--- config.mk ---
export PLATFORM = sky130hd
export DESIGN_NAME = rr_grant_scheduler
export DESIGN_NICKNAME = d
export VERILOG_FILES = /design/src/rtl/rr_grant_scheduler.sv
export SDC_FILE = /design/constraint.sdc
export NUM_CORES = 1
export LEC_CHECK = 0
export CORE_UTILIZATION = 41
export DETAILED_ROUTE_END_ITERATION = 8
export PLACE_DENSITY = 0.63
export SYNTH_ARGS = -nofsm -noshare
export SYNTH_HDL_FRONTEND = slang
export SYNTH_SLANG_ARGS = --single-unit
--- constraint.sdc ---
create_clock -name i_clk -period 3.5 [get_ports i_clk]
set_input_delay 0.35 -clock i_clk [delete_from_list [all_inputs] [get_ports i_clk]]
set_output_delay 0.35 -clock i_clk [all_outputs]
set_load 0.005 [all_outputs]
--- src/rtl/rr_grant_scheduler.sv ---
// Round-robin single-owner grant scheduler with forced revoke after MAX_HOLD cycles.
// A grant is issued from IDLE, held while GRANT, and released either by the
// owner (i_Release) or by the hold timer. The pointer always moves one past
// the last owner, so every waiting requester is reached within NUM_REQ grants.
module rr_grant_scheduler #(
  parameter int NUM_REQ  = 8,
  parameter int MAX_HOLD = 16
) (
  input  logic                       i_clk,
  input  logic                       i_rstn,
  input  logic [NUM_REQ-1:0]         i_Req,
  input  logic                       i_Release,
  output logic [NUM_REQ-1:0]         o_Grant,
  output logic [$clog2(NUM_REQ):0]   o_GrantIdx,
  output logic                       o_GrantValid,
  output logic                       o_Timeout
);

  localparam int PW = $clog2(NUM_REQ);
  localparam int IW = PW + 1;
  localparam int CW = $clog2(MAX_HOLD + 1);
  localparam logic [IW:0]    NREQ     = (IW+1)'(NUM_REQ);
  localparam logic [CW-1:0]  HOLD_END = CW'(MAX_HOLD - 1);
  localparam logic [IW-1:0]  LAST_IDX = IW'(NUM_REQ - 1);

  typedef enum logic {IDLE, GRANT} state_e;

  state_e               state_q, state_d;
  logic [PW-1:0]        ptr_q, ptr_d;
  logic [CW-1:0]        cnt_q, cnt_d;
  logic [NUM_REQ-1:0]   grant_q, grant_d;
  logic [IW-1:0]        idx_q, idx_d;
  logic                 valid_q, valid_d;
  logic                 timeout_q, timeout_d;

  logic [IW-1:0]        win_idx;
  logic                 win_found;
  logic [IW:0]          scan;

  // Rotating priority scan: first request at or above ptr, wrapping to the bottom.
  always_comb begin
    win_idx   = '0;
    win_found = 1'b0;
    scan      = '0;
    for (int i = 0; i < NUM_REQ; i++) begin
      scan = {2'b00, ptr_q} + (IW+1)'(i);
      if (scan >= NREQ) scan = scan - NREQ;
      if (!win_found && i_Req[scan[PW-1:0]]) begin
        win_found = 1'b1;
        win_idx   = scan[IW-1:0];
      end
    end
  end

  // Next-state: issue, hold, release or force-revoke the grant.
  always_comb begin
    state_d   = state_q;
    ptr_d     = ptr_q;
    cnt_d     = cnt_q;
    grant_d   = grant_q;
    idx_d     = idx_q;
    valid_d   = valid_q;
    timeout_d = 1'b0;
    case (state_q)
      IDLE: begin
        if (win_found) begin
          state_d = GRANT;
          grant_d = {{(NUM_REQ-1){1'b0}}, 1'b1} << win_idx;
          idx_d   = win_idx;
          valid_d = 1'b1;
          cnt_d   = '0;
        end
      end
      GRANT: begin
        if (i_Release || cnt_q == HOLD_END) begin
          state_d   = IDLE;
          grant_d   = '0;
          idx_d     = '0;
          valid_d   = 1'b0;
          cnt_d     = '0;
          // A release on the last allowed cycle wins over the timeout.
          timeout_d = !i_Release;
          ptr_d     = (idx_q == LAST_IDX) ? '0 : PW'(idx_q + 1'b1);
        end else begin
          cnt_d = cnt_q + 1'b1;
        end
      end
      default: state_d = IDLE;
    endcase
  end

  // State and output registers; reset overrides any event in the same cycle.
  always_ff @(posedge i_clk) begin
    if (!i_rstn) begin
      state_q   <= IDLE;
      ptr_q     <= '0;
      cnt_q     <= '0;
      grant_q   <= '0;
      idx_q     <= '0;
      valid_q   <= 1'b0;
      timeout_q <= 1'b0;
    end else begin
      state_q   <= state_d;
      ptr_q     <= ptr_d;
      cnt_q     <= cnt_d;
      grant_q   <= grant_d;
      idx_q     <= idx_d;
      valid_q   <= valid_d;
      timeout_q <= timeout_d;
    end
  end

  assign o_Grant      = grant_q;
  assign o_GrantIdx   = idx_q;
  assign o_GrantValid = valid_q;
  assign o_Timeout    = timeout_q;

endmodule

Word level (Yosys, flattened, before mapping)
Index checks and enable logic that the tools add are counted.
W data, S select, Z words.
{"block": "word_totals", "output_inout_bits": 14, "reg_bits": 23}
{"block": "classes", "n_addsub": 17, "reduce_logical": 19, "bitwise_logic": 1, "eq_ne": 4, "mux": 56, "magnitude_cmp": 16, "shift": 1}
{"cell": "$mux W4", "n": 18}
{"cell": "$lt A3 B4 Y1 const B", "n": 8}
{"cell": "$ge A4 B4 Y1 const B", "n": 7}
{"cell": "$sub A4 B4 Y4 const B", "n": 7}
{"cell": "$bmux W1 S3", "n": 8}
{"cell": "$mux W1", "n": 20}
{"cell": "$add A3 B3 Y4 const B", "n": 4}
{"cell": "$mux W8", "n": 2}
{"cell": "$pmux W8 S2", "n": 1}
{"cell": "$mux W5", "n": 2}
{"cell": "$pmux W5 S2", "n": 1}
{"cell": "$add A3 B2 Y4 const B", "n": 2}
{"cell": "$logic_not A1 Y1", "n": 8}
{"cell": "$pmux W4 S2", "n": 1}
{"cell": "$shl A1 B4 Y8 const A", "n": 1}
{"cell": "$logic_and A1 B1 Y1", "n": 7}
{"cell": "$add A5 B1 Y5 const B", "n": 1}
{"cell": "$eq A5 B4 Y1 const B", "n": 1}
{"cell": "$add A3 B1 Y4 const B", "n": 1}
{"cell": "$eq A4 B3 Y1 const B", "n": 1}
{"cell": "$ge A3 B4 Y1 const B", "n": 1}
{"cell": "$pmux W1 S2", "n": 2}
{"cell": "$reduce_and A2 Y1", "n": 2}
{"cell": "$sub A3 B4 Y4 const B", "n": 1}
{"cell": "7 further kinds", "n": 7}

Depth between registers and ports, before layout
{"block": "depth", "word_depth": 29, "depth_mapped": 13, "ltp_nobuf": 10}

Worst setup path after synthesis
Ideal clock, no wire load.
{"block": "synth_timing", "path_type": "register -> register", "from": "reg ptr_q[2]", "to": "reg grant_q[7], in the netlist o_Grant[7]", "stages_incl_launch_ff": 12, "setup_slack_ns": 0.076, "arrival_time_ns": 3.302, "period_less_slack_ns": 3.424, "path_buffers": 2, "setup_time_ns": 0.123, "required_ns": 3.377, "cell_sequence": "dfxtp_1 -> clkbuf_1 -> inv_1 -> ha_1 -> clkbuf_1 -> mux4_2 -> mux2_2 -> or2_1 -> o32a_2 -> a22oi_1 -> a221o_1 -> o21ai_0"}
{"block": "synth_via", "elab_chain_len": 29, "elab_cells_between_ends": 82, "cone_classes": "add/sub (15); order compare (8); eq/ne (1); shift (1); mux (42); reduce/logical (15)"}
{"element": "start: declaration", "line_no": "29", "source": "logic [PW-1:0] ptr_q, ptr_d;"}
{"element": "start signal: assignment", "line_no": "104", "source": "ptr_q <= ptr_d;"}
{"element": "parallel branches: the longest is 29 deep, another holds $add A3 B1 Y4"}
{"element": "end signal: assignment", "line_no": "106", "source": "grant_q <= grant_d;"}
{"element": "end: declaration", "line_no": "31", "source": "logic [NUM_REQ-1:0] grant_q, grant_d;"}
Parallel ways; which one is timed is not known. The select of a mux whose other input is x is not followed.
A chain may end at the register's enable or synchronous reset.

Final worst setup path
{"block": "layout_timing", "from": "reg ptr_q[1]", "to": "reg grant_q[6], in the netlist o_Grant[6]"}
Same word-level chain as after synthesis.

==> results by group <==
Global routing
  • Met1 GRT Util: 27.9%
  • Grt met3 use: 3.42%
  • Vias in the first global route: 1,587
  • Initial antenna violation count: 0
  • Tot GR Track Use: 19.2%
  • Met2 Resource Use GR: 29.8%
  • Largest net degree at the start of global routing: 23
  • Gr ovfl total: 0
  • Busiest grt layer: met2
  • First-pass GRT wire length: 7.69 mm

Clock tree
  • CTS tree: built
  • H-tree depth: 1
  • CTS buffer count: 3
  • Num Clock Sinks: 23
  • Worst-skew pair later-pin latency: 0.27 ns
  • Reg clk slew, reported paths: 0.08 ns
  • Root buf cell: clkbuf_8
  • Clock Path Buffers: 2

Setup path
  • Worst setup path start: ptr_q[1]
  • Crit-path max FO: 10
  • Worst-path cell chain: inv_1 -> ha_1 -> mux4_1 -> mux2_2 -> or2_4 -> nor3_4 -> buf_12 -> nand3_1 -> a32oi_4 -> nor3b_2 -> a22o_1
  • Critical path's largest stage delay: 0.64 ns
  • Cell family with the largest share of critical-path delay: multiplexers
  • Crit path arrival time: 3.47 ns
  • Buf/Inv on CP: 2
  • Slowest-stage cell, CP: mux4_1
  • Setup Crit Path Kind: reg2reg
  • Setup crit start kind: register
  • Reg-to-reg startpoint: ptr_q[1]
  • Critical Path Sink Type: register
  • Req. time, crit path: 3.72 ns

Timing
  • Fin crit share: 92.9%
  • Final hold vios: 0
  • Clk_skew: 0.00135 ns
  • Tmin final: 3.25 ns
  • Slew Limit Headroom: 62.1%
  • Setup TNS Final: 0 ns
  • Slew Limit Fails: 0
  • Unrepaired setup endpoints after global routing: false
  • Actual slew at the worst max-slew pin: 0.564 ns
  • Maximum clock rate: 0.308 GHz
  • Final setup vio count: 0
  • Final worst slack: 0.249 ns

Place
  • Routability cong.: 0.855
  • Post-DP HPWL: 3.41 mm
  • Port Buffers: 24
  • Area post-placement: 2240 um^2
  • Pre-CTS setup slack: 0.102 ns

Drt
  • Iteration-0 DRC Markers: 133
  • Drt via density: 5.95
  • DRC viols: 0
  • Routed Wire Length: 4.51 mm
  • DR WL/cell: 15.7 um
  • Drt first pass iters: 4
  • Final ANT Viol Nets: 0
  • Vias: 1,713

Synthesis
  • Synth warn: 0
  • Seq/Total Area, Yosys: 23.6%
  • Synth cell count leaders: dfxtp_1, nand2_1, nor2_1
  • Cells after Synth: 210
  • Count leader, synth: dfxtp_1
  • Post-synth EDFFs: 0
  • Synth Register Bits: 23
  • Syn_nets: 227
  • Mapped Area: 1950 um^2
  • Cell taking the most area after synthesis: dfxtp_1
  • Top area cells in the synthesized netlist: dfxtp_1, mux4_2, mux2i_1, nand2_1, ha_1
  • Post-synthesis async set-or-reset flop share: 0%
  • Yosys cell types: 53
  • Post-synth top area share: 23.6%
  • Avg Inst Size Synth: 9.30 um^2
  • Synth Flop Type: dfxtp_1

Layout
  • Share of layout cells above drive strength 1: 16.9%
  • Final net count: 254
  • Final Instance Area: 2330 um^2
  • Syn-to-layout area delta: 19.2%
  • Util after Layout: 52.0%
  • Antenna diodes: 0

Die
  • Num rows: 24
  • Core footprint: 4470 um^2
  • Die width: 71.0 um
  • I/O pin count: 25
  • Die height: 71.0 um
  • Initial core utilization: 43.7%
  • Die Footprint: 5040 um^2

Power and ir drop
  • Worst IR Drop VDD: 0.240 mV
  • Power per Cell Area: 355 nW/um^2
  • Pwr Total: 826 uW
  • Leak: 0.000859 uW

Min path
  • Hold Startpoint: o_Grant[3]
  • Hold crit path type: reg2reg

Run
  • Max Cap Viol: 0

Run status
  • Status: complete, no violations
[cell families after synthesis]
family / count (synthesis) / share of synthesized area, %
AOI/OAI and AO/OA: 57 / 21.7
xor gates and xnor gates: 4 / 1.79
adders and majority gates: 6 / 3.84
buffers and inverters: 20 / 5.00
DFF: 23 / 23.6
muxes: 30 / 25.1
and+or+nand+nor: 70 / 19.0
[layout by cell type (no fill, tap or decap), types with 9 or more instances in the layout]
master and count:
clkdlybuf4s50_1 24, dfxtp_1 23, nand2_1 22, nor2_1 13, mux4_2 12, o21ai_0 11, a21oi_1 11, mux2i_1 10
inv_1 9, nor2b_1 9
[per-stage QoR]
| step | hold WS, ns | std cells |
|---|---|---|
| global placement | 0.442 | 282 |
| global route | 0.490 | 288 |
| finish | 0.462 | 288 |
| floorplan | 0.423 | 210 |
| detailed placement | 0.443 | 282 |
| CTS | 0.460 | 286 |
[routing by layer]
metal	share of wire [%]	vias up
li1	-	852
met1	49	817
met2	45	39
met3	5.1	5
met4	0.89	0
met5	0	-
[cell type report]
type	instances	area, um^2
fill	418	2150
clock buffer	3	41.3
sequential	23	460
inverter	10	37.5
multi-input combinational	167	1410
clock inverter	1	5.00
tap	52	65.1
timing repair buffer	32	313
[timing repair]
action,in CTS,in global routing
resized for setup,0,1
setup endpoints to repair,0,8
setup buffers,0,2
hold buffers,0,0
[where the power goes]
part           total (uW)  leakage (uW)  switching [uW]  internal (uW)
clock network         167     0.0000255            87.7           79.6
logic                 368      0.000647             196            172
registers             291      0.000187            12.3            278
[tightest hold or removal path, cell delays in order, from the launching register on]
cell     delay [ns]
dfxtp_1        0.32
nand2_1        0.05
o31ai_1        0.05
[path summary, 6_finish.rpt]
kind	endpoint	slack, ns	cells after the start
hold reg to reg	o_Grant[3]	0.46	2
setup / recovery	o_Grant[6]	0.25	11
setup reg to reg	o_Grant[6]	0.25	11
hold / removal	o_Grant[3]	0.46	2
[flip-flops by register name, indices dropped and copies added, names as in the netlist]
name	cells
cnt_q	5
o_Grant	8
o_GrantIdx	4
o_GrantValid	1
o_Timeout	1
ptr_q	3
state_q	1
(Power assumes the default switching activity.)
